$ cat config.mk
export PLATFORM = sky130hd
export DESIGN_NAME = sensor_poll_scheduler_flat
export DESIGN_NICKNAME = d
export VERILOG_FILES = /design/src/rtl/sensor_poll_scheduler_if.sv /design/src/rtl/sensor_poll_scheduler.sv /design/src/flat_wrapper.sv
export SDC_FILE = /design/constraint.sdc
export NUM_CORES = 1
export LEC_CHECK = 0
export CORE_ASPECT_RATIO = 1.4
export CORE_MARGIN = 2
export CORE_UTILIZATION = 60
export CTS_CLUSTER_DIAMETER = 30
export DETAILED_ROUTE_END_ITERATION = 8
export PLACE_DENSITY = 0.9
export REMOVE_ABC_BUFFERS = 1
export SLEW_MARGIN = 20
export SYNTH_ARGS = -nofsm -noshare
export SYNTH_HDL_FRONTEND = slang
export SYNTH_SLANG_ARGS = --single-unit
$ cat constraint.sdc
create_clock -name clk_1MHz -period 5.2 [get_ports clk_1MHz]
set_clock_uncertainty 0.05 [all_clocks]
set_input_delay 1.04 -clock clk_1MHz [delete_from_list [all_inputs] [get_ports clk_1MHz]]
set_output_delay 1.04 -clock clk_1MHz [all_outputs]
set_load 0.005 [all_outputs]
$ cat src/rtl/sensor_poll_scheduler_if.sv
// Sensor-read and LCD-refresh request/done handshake bundle between the poll scheduler and the two bus masters.
// The scheduler owns the requests (master); the I2C reader and LCD refresher answer with done pulses (slave).
interface sensor_poll_scheduler_if;
    logic       rd_req;
    logic       rd_done;
    logic [7:0] rd_data;
    logic       lcd_req;
    logic       lcd_done;

    modport master (
        output rd_req,
        output lcd_req,
        input  rd_done,
        input  rd_data,
        input  lcd_done
    );

    modport slave (
        input  rd_req,
        input  lcd_req,
        output rd_done,
        output rd_data,
        output lcd_done
    );
endinterface

$ cat src/rtl/sensor_poll_scheduler.sv
// Periodic sequencer: one sensor read, latch/classify, then one LCD refresh per period; define SENSOR_AVG_EN for a 4-tap average.
// Latency: rd_done at N -> sample and lcd_req at N+2; requests are levels held until done or TIMEOUT cycles, never overlapping.
module sensor_poll_scheduler #(
    parameter int         POLL_PERIOD = 100000,
    parameter int         TIMEOUT     = 5000,
    parameter logic [7:0] THRESH      = 8'd100
) (
    input  logic                    clk_1MHz,
    input  logic                    rst,
    input  logic                    i_enable,
    sensor_poll_scheduler_if.master bus,
    output logic [7:0]              o_sample,
    output logic                    o_sample_valid,
    output logic                    o_danger,
    output logic                    o_busy,
    output logic                    o_err_timeout,
    output logic [7:0]              o_err_count
);

    localparam int CW = (POLL_PERIOD > 1) ? $clog2(POLL_PERIOD) : 1;
    localparam int TW = (TIMEOUT > 1) ? $clog2(TIMEOUT) : 1;
    localparam logic [CW-1:0] LAST_CNT = CW'(POLL_PERIOD - 1);
    localparam logic [TW-1:0] LAST_TO  = TW'(TIMEOUT - 1);

    typedef enum logic [2:0] {
        S_IDLE,
        S_WAIT,
        S_READ,
        S_LATCH,
        S_LCD
    } state_t;

    state_t        r_state;
    state_t        w_next;
    logic [CW-1:0] r_period_cnt;
    logic          r_pend;
    logic [TW-1:0] r_to_cnt;
    logic [7:0]    r_rd_byte;
    logic [7:0]    r_sample;
    logic          r_sample_valid;
    logic          r_danger;
    logic          r_busy;
    logic          r_err_timeout;
    logic [7:0]    r_err_count;
    logic          r_rd_req;
    logic          r_lcd_req;

    logic          w_tick;
    logic          w_to_hit;
    logic          w_rd_ack;
    logic          w_lcd_ack;
    logic          w_timeout;
    logic          w_enter;
    logic [7:0]    w_new_sample;

    assign w_tick    = (r_state != S_IDLE) && (r_period_cnt == LAST_CNT);
    assign w_to_hit  = (r_to_cnt == LAST_TO);
    // A done pulse only counts while its own request is up.
    assign w_rd_ack  = r_rd_req && bus.rd_done;
    assign w_lcd_ack = r_lcd_req && bus.lcd_done;
    assign w_enter   = (w_next != r_state);

    always_ff @(posedge clk_1MHz or posedge rst) begin
        if (rst) begin
            r_state <= S_IDLE;
        end else begin
            r_state <= w_next;
        end
    end

    always_comb begin
        w_next    = r_state;
        w_timeout = 1'b0;
        case (r_state)
            S_IDLE: begin
                if (i_enable) begin
                    w_next = S_WAIT;
                end
            end
            S_WAIT: begin
                if (!i_enable && !r_pend) begin
                    w_next = S_IDLE;
                end else if (w_tick || r_pend) begin
                    w_next = S_READ;
                end
            end
            S_READ: begin
                if (w_rd_ack) begin
                    w_next = S_LATCH;
                end else if (w_to_hit) begin
                    w_next    = S_LCD;
                    w_timeout = 1'b1;
                end
            end
            S_LATCH: begin
                w_next = S_LCD;
            end
            S_LCD: begin
                if (w_lcd_ack) begin
                    w_next = S_WAIT;
                end else if (w_to_hit) begin
                    w_next    = S_WAIT;
                    w_timeout = 1'b1;
                end
            end
            default: begin
                w_next = S_IDLE;
            end
        endcase
    end

    // Period counter is free-running outside IDLE so the poll phase does not drift with handshake latency.
    always_ff @(posedge clk_1MHz or posedge rst) begin
        if (rst) begin
            r_period_cnt <= '0;
            r_pend       <= 1'b0;
            r_to_cnt     <= '0;
        end else begin
            if (r_state == S_IDLE) begin
                r_period_cnt <= '0;
            end else if (r_period_cnt == LAST_CNT) begin
                r_period_cnt <= '0;
            end else begin
                r_period_cnt <= r_period_cnt + CW'(1);
            end

            if ((w_next == S_READ) && (r_state != S_READ)) begin
                r_pend <= 1'b0;
            end else if (w_next == S_IDLE) begin
                r_pend <= 1'b0;
            end else if (w_tick && (r_state != S_WAIT)) begin
                r_pend <= 1'b1;
            end

            if (w_enter) begin
                r_to_cnt <= '0;
            end else if ((r_state == S_READ) || (r_state == S_LCD)) begin
                r_to_cnt <= r_to_cnt + TW'(1);
            end
        end
    end

    // Outputs are decoded from the next state so they line up with the state they describe.
    always_ff @(posedge clk_1MHz or posedge rst) begin
        if (rst) begin
            r_rd_req      <= 1'b0;
            r_lcd_req     <= 1'b0;
            r_busy        <= 1'b0;
            r_err_timeout <= 1'b0;
            r_err_count   <= 8'd0;
        end else begin
            r_rd_req      <= (w_next == S_READ);
            r_lcd_req     <= (w_next == S_LCD);
            r_busy        <= (w_next != S_IDLE) && (w_next != S_WAIT);
            r_err_timeout <= w_timeout;
            if (w_timeout && (r_err_count != 8'hFF)) begin
                r_err_count <= r_err_count + 8'd1;
            end
        end
    end

    always_ff @(posedge clk_1MHz or posedge rst) begin
        if (rst) begin
            r_rd_byte      <= 8'd0;
            r_sample       <= 8'd0;
            r_sample_valid <= 1'b0;
            r_danger       <= 1'b0;
        end else begin
            if (w_rd_ack) begin
                r_rd_byte <= bus.rd_data;
            end
            if (r_state == S_LATCH) begin
                r_sample       <= w_new_sample;
                r_sample_valid <= 1'b1;
                r_danger       <= (w_new_sample > THRESH);
            end
        end
    end

`ifdef SENSOR_AVG_EN
    // Three stored taps plus the byte being latched form the 4-sample window.
    logic [7:0] r_tap0;
    logic [7:0] r_tap1;
    logic [7:0] r_tap2;
    logic [9:0] w_sum;

    always_comb begin
        w_sum = {r_rd_byte, 2'b00};
        if (r_sample_valid) begin
            w_sum = {2'b00, r_tap0} + {2'b00, r_tap1} + {2'b00, r_tap2} + {2'b00, r_rd_byte};
        end
    end

    assign w_new_sample = 8'(w_sum >> 2);

    always_ff @(posedge clk_1MHz or posedge rst) begin
        if (rst) begin
            r_tap0 <= 8'd0;
            r_tap1 <= 8'd0;
            r_tap2 <= 8'd0;
        end else if (r_state == S_LATCH) begin
            if (!r_sample_valid) begin
                r_tap0 <= r_rd_byte;
                r_tap1 <= r_rd_byte;
                r_tap2 <= r_rd_byte;
            end else begin
                r_tap0 <= r_tap1;
                r_tap1 <= r_tap2;
                r_tap2 <= r_rd_byte;
            end
        end
    end
`else
    assign w_new_sample = r_rd_byte;
`endif

    assign bus.rd_req     = r_rd_req;
    assign bus.lcd_req    = r_lcd_req;
    assign o_sample       = r_sample;
    assign o_sample_valid = r_sample_valid;
    assign o_danger       = r_danger;
    assign o_busy         = r_busy;
    assign o_err_timeout  = r_err_timeout;
    assign o_err_count    = r_err_count;

endmodule

$ cat src/flat_wrapper.sv
// flat-port wrapper written by rule: the top's interface ports become plain ports
module sensor_poll_scheduler_flat 
#(
    parameter int         POLL_PERIOD = 100000,
    parameter int         TIMEOUT     = 5000,
    parameter logic [7:0] THRESH      = 8'd100
)
  (clk_1MHz, rst, i_enable, o_sample, o_sample_valid, o_danger, o_busy, o_err_timeout, o_err_count, bus_rd_req, bus_lcd_req, bus_rd_done, bus_rd_data, bus_lcd_done);
  sensor_poll_scheduler_if bus_i ();
  input  logic clk_1MHz;
  input  logic rst;
  input  logic i_enable;
  output logic [7:0] o_sample;
  output logic o_sample_valid;
  output logic o_danger;
  output logic o_busy;
  output logic o_err_timeout;
  output logic [7:0] o_err_count;
  output wire logic [$bits(bus_i.rd_req)-1:0] bus_rd_req;
  output wire logic [$bits(bus_i.lcd_req)-1:0] bus_lcd_req;
  input wire logic [$bits(bus_i.rd_done)-1:0] bus_rd_done;
  input wire logic [$bits(bus_i.rd_data)-1:0] bus_rd_data;
  input wire logic [$bits(bus_i.lcd_done)-1:0] bus_lcd_done;
  assign bus_rd_req = bus_i.rd_req;
  assign bus_lcd_req = bus_i.lcd_req;
  assign bus_i.rd_done = bus_rd_done;
  assign bus_i.rd_data = bus_rd_data;
  assign bus_i.lcd_done = bus_lcd_done;
  sensor_poll_scheduler #(.POLL_PERIOD(POLL_PERIOD), .TIMEOUT(TIMEOUT), .THRESH(THRESH)) u_core (.clk_1MHz(clk_1MHz), .rst(rst), .i_enable(i_enable), .bus(bus_i), .o_sample(o_sample), .o_sample_valid(o_sample_valid), .o_danger(o_danger), .o_busy(o_busy), .o_err_timeout(o_err_timeout), .o_err_count(o_err_count));
endmodule
==> reports/summary.txt <==
STATUS
----------------------------------------------------------------------------------------------------
Status                                                                                     completed

FINAL LAYOUT
----------------------------------------------------------------------------------------------------
Post-Layout Inst Area                                                                       3630 µm²
Number of nets in the finished design                                                            337
Storage cell area                                                                           1600 µm²
Antenna diode instance count                                                                       0
Filler-free cell count of the finished design                                                    390
Multi-input gate area in the final layout                                                   1360 µm²
Total of fill cells in the finished design                                                       306
Layout cell share with drive strength beyond 1                                                 0.132
Area growth from synthesis to layout                                                           20.4%

POWER AND IR DROP
----------------------------------------------------------------------------------------------------
Internal Dissipation                                                                        0.802 mW
Net switching share of the total power                                                         0.223
Largest voltage drop on the vdd net                                                         0.221 mV
Total net switching power                                                                   0.230 mW
Leakage component of the power                                                               1.64 nW
Part of the power in the clock network                                                         0.454
Logic pwr share                                                                                0.048
Power consumption                                                                            1.03 mW
Power density normalized to cell area                                                     284 nW/µm²
Sequential cell fraction of total power                                                        0.498

DRT
----------------------------------------------------------------------------------------------------
Drt first-iter violations                                                                        141
Via count normalized by instance count                                                          5.66
Number of detailed-routing iterations run before antenna repair                                    4
Average routed wire per standard cell                                                        15.4 µm
Final routed wirelength across all metal layers                                              6000 µm
Number of DRC violations after detailed routing                                                    0
Count of antenna-violating nets left after detailed routing                                        0
Vias post-DR                                                                                    2206

HOLD PATH
----------------------------------------------------------------------------------------------------
Hold Path Stages                                                                                   1
Class of the tightest hold or removal check                                             flop to flop

FLOORPLAN
----------------------------------------------------------------------------------------------------
Y dimension of the die                                                                       87.8 µm
Core region area                                                                            4840 µm²
Die area                                                                                    5610 µm²
FP Rows                                                                                           30
Boundary pin count                                                                                35
Die X                                                                                        63.9 µm
Effective utilization at floorplan                                                             0.622

CLOCK TREE
----------------------------------------------------------------------------------------------------
H-tree depth                                                                                       3
Cell at the root of the clock tree                                                      sky130_fd_sc_hd__clkbuf_8
Source-to-sink clock delay at the later pin of the worst-skew pair                           0.34 ns
Worst-case clock buffer depth                                                                      2
Clock-pin slew reported for the worst setup and hold paths after clock tree synthesis        0.07 ns
Hold bufs inserted after CTS                                                                       0
# Post-CTS Setup Buffers                                                                           0
Sink Count                                                                                        64
Count of instances resized after the clock tree is built                                           0
CTS tree                                                                                       built
CTS Buf Count                                                                                      9

LOGIC SYNTHESIS
----------------------------------------------------------------------------------------------------
Post-synthesis cell count                                                                        284
Average footprint of a synthesized cell                                                     10.6 µm²
Register area share after synthesis                                                            0.532
Combinational family with the most area after synthesis                                 simple AND/OR/NAND/NOR gates
Share of the synthesized area in the top cell type                                             0.532
Xor/xnor share of the synthesized area                                                        0.0901
Total standard cell area after synthesis                                                    3010 µm²
Adder-cell share of the synthesized area                                                      0.0125
Number of enable flip-flop cells after synthesis                                                   0
Post-synth top cells                                                                    sky130_fd_sc_hd__dfrtp_1, sky130_fd_sc_hd__nor2_1, sky130_fd_sc_hd__xor2_1
Dominant cell by count in the synthesized netlist                                       sky130_fd_sc_hd__dfrtp_1
Cell accounting for the most synthesized area                                           sky130_fd_sc_hd__dfrtp_1
Fraction of the mapped netlist area in compound gates                                         0.0610
Multiplexer fraction of the synthesized cell area                                             0.0673
Simple-gate portion of the synthesized area                                                    0.218
Synth Register Bits                                                                               64
Warnings from Yosys                                                                                0
Top cells by area, synth                                                                sky130_fd_sc_hd__dfrtp_1, sky130_fd_sc_hd__xor2_1, sky130_fd_sc_hd__mux2_2, sky130_fd_sc_hd__nor2_1, sky130_fd_sc_hd__nand3_1
Post-synth ARST share                                                                           1.00
Most common flop cell mapped by yosys                                                   sky130_fd_sc_hd__dfrtp_1
Distinct cells, synth                                                                             40

TIMING
----------------------------------------------------------------------------------------------------
Setup-failing EPs final                                                                            0
Slew Limit Fails                                                                                   0
Setup_tns                                                                                       0 ns
Part of the cycle the worst path needs                                                         0.531
Fin Hold WS                                                                                 0.432 ns
Final hold violation count                                                                         0
Minimum period implied by the final worst setup slack                                        2.76 ns
Worst Max-Slew Pin Slew                                                                     0.945 ns
Unrepaired setup endpoints after global routing                                                   no
Headroom to the max-slew limit                                                                 0.365
Maximum frequency from static timing analysis                                                362 MHz

CRITICAL PATH
----------------------------------------------------------------------------------------------------
Register-to-Register Path Depth                                                                    5
Setup Crit Path Kind                                                                    input port to flop
Worst-path cell chain                                                                   clkdlybuf4s50_1 > and2_1 > o32ai_1 > nand2_2 > nor3_1 > mux2_2
Worst-path fanout max                                                                             11
Required time worst endpoint                                                                 5.38 ns
Sort of element at the end of the critical path                                                 flop
Arrival time of data at the critical path endpoint                                           2.94 ns
Cell with the largest stage delay on the worst path                                     sky130_fd_sc_hd__clkdlybuf4s50_1
Worst path max stage delay                                                                   0.44 ns
Kind of launch point of the worst setup path                                              input port

PLACEMENT
----------------------------------------------------------------------------------------------------
Number of port buffers                                                                            34
Routability Congestion                                                                         0.828
Placed Instances                                                                                 374
Cell Area, Placed                                                                           3400 µm²
Placed wire-length estimate                                                                  4150 µm

GRT
----------------------------------------------------------------------------------------------------
Global router's overall resource usage                                                         0.231
Maximum number of pins on one net before global-route repair                                      36
Total overflow reported by the global router                                                       0
Number of global-route vias before repair                                                       2201
First-pass GRT wire length                                                                   9940 µm
Initial antenna violation count                                                                    0

FLOW RUN
----------------------------------------------------------------------------------------------------
Max_cap viols                                                                                      0

kinds of logic (layout without fill, tap and decap cells):
group           after synthesis  count (layout)
xor+xnor                     31              31
mux                          18              18
flops                        64              64
compound gates               30              30
simple gates                124             124
buf+inv                      14              56
fa+ha+maj                     3               3
final cells by class:
cell class,instances,share of cell area
clock buffer,10,0.0379
clock inverter,6,0.0228
inverter,5,0.00517
multi-input combinational,206,0.375
sequential,64,0.441
tap,64,0.0221
timing repair buffer,35,0.0959
final timing paths:
kind	start	end	slack [ns]
min	u_core.r_period_cnt[0]	u_core.r_period_cnt[0]	0.43
max in group asynchronous	rst	u_core.r_period_cnt[13]	3.18
min in group asynchronous	rst	u_core.r_to_cnt[11]	1.05
min reg2reg	u_core.r_period_cnt[0]	u_core.r_period_cnt[0]	0.43
max reg2reg	u_core.r_period_cnt[8]	u_core.r_to_cnt[5]	2.71
max	bus_rd_done	u_core.o_err_count[7]	2.44
cell usage in the layout, fill, tap and decap left out, types with 2 or more instances in the layout:
cell type	netlist	final
sky130_fd_sc_hd__nor3b_1	3	3
sky130_fd_sc_hd__clkbuf_8	0	10
sky130_fd_sc_hd__nor4b_1	3	3
sky130_fd_sc_hd__and4_1	2	2
sky130_fd_sc_hd__and3_1	5	5
sky130_fd_sc_hd__bufinv_16	0	2
sky130_fd_sc_hd__inv_1	5	4
sky130_fd_sc_hd__xor2_1	25	25
sky130_fd_sc_hd__o21ai_0	10	10
sky130_fd_sc_hd__nand2_1	19	19
sky130_fd_sc_hd__nor4bb_1	2	2
sky130_fd_sc_hd__nor3_1	5	5
sky130_fd_sc_hd__o32ai_1	2	2
sky130_fd_sc_hd__nand3_1	16	16
sky130_fd_sc_hd__or3_1	8	8
sky130_fd_sc_hd__xnor2_1	6	6
sky130_fd_sc_hd__a31oi_1	2	2
sky130_fd_sc_hd__a21oi_1	9	9
sky130_fd_sc_hd__dfrtp_1	64	64
sky130_fd_sc_hd__mux2_2	18	18
sky130_fd_sc_hd__nand2b_1	4	4
sky130_fd_sc_hd__clkinv_2	0	3
sky130_fd_sc_hd__and2_1	4	4
sky130_fd_sc_hd__nand4_1	7	7
sky130_fd_sc_hd__ha_1	3	3
sky130_fd_sc_hd__nor2_1	39	39
sky130_fd_sc_hd__clkdlybuf4s50_1	0	34
power by group through the flow:
stage / Sequential, mW / Clock, mW / Combinational, mW
CTS: 0.513 / 0.474 / 0.0500
detailed placement: 0.522 / 0 / 0.0497
global placement: 0.522 / 0 / 0.0481
global route: 0.515 / 0.495 / 0.0559
floorplan: 0.520 / 0 / 0.0296
finish: 0.514 / 0.468 / 0.0495
worst max-delay path: cells and delay by family:
kind | cells | cell delay, ns
and+or+nand+nor | 3 | 0.73
buffers and inverters | 1 | 0.44
AOI/OAI and AO/OA | 1 | 0.38
muxes | 1 | 0.35
registers in the layout, summed over array words and instances (netlist names):
signal                 cells
u_core.o_busy              1
u_core.r_rd_byte           8
u_core.o_err_count         8
u_core.bus.rd_req          1
u_core.r_to_cnt           13
u_core.bus.lcd_req         1
u_core.o_danger            1
u_core.o_err_timeout       1
u_core.r_pend              1
u_core.o_sample_valid      1
u_core.r_state             3
u_core.o_sample            8
u_core.r_period_cnt       17
per-layer routing:
metal | GRT usage | vias up | part of all wire
li1 | - | 1069 | -
met1 | 0.252 | 1088 | 0.40
met2 | 0.420 | 37 | 0.54
met3 | 0.0553 | 12 | 0.029
met4 | 0.105 | 0 | 0.023
met5 | 0 | - | 0
through the flow:
stage / utilization / setup WS [ns]
4_1_cts: 0.748 / 2.44
5_1_grt: 0.749 / 2.32
2_1_floorplan: - / 2.51
6_report: 0.749 / 2.44
3_3_place_gp: 0.702 / 2.12
3_5_place_dp: 0.702 / 2.10
(Power assumes the default switching activity.)
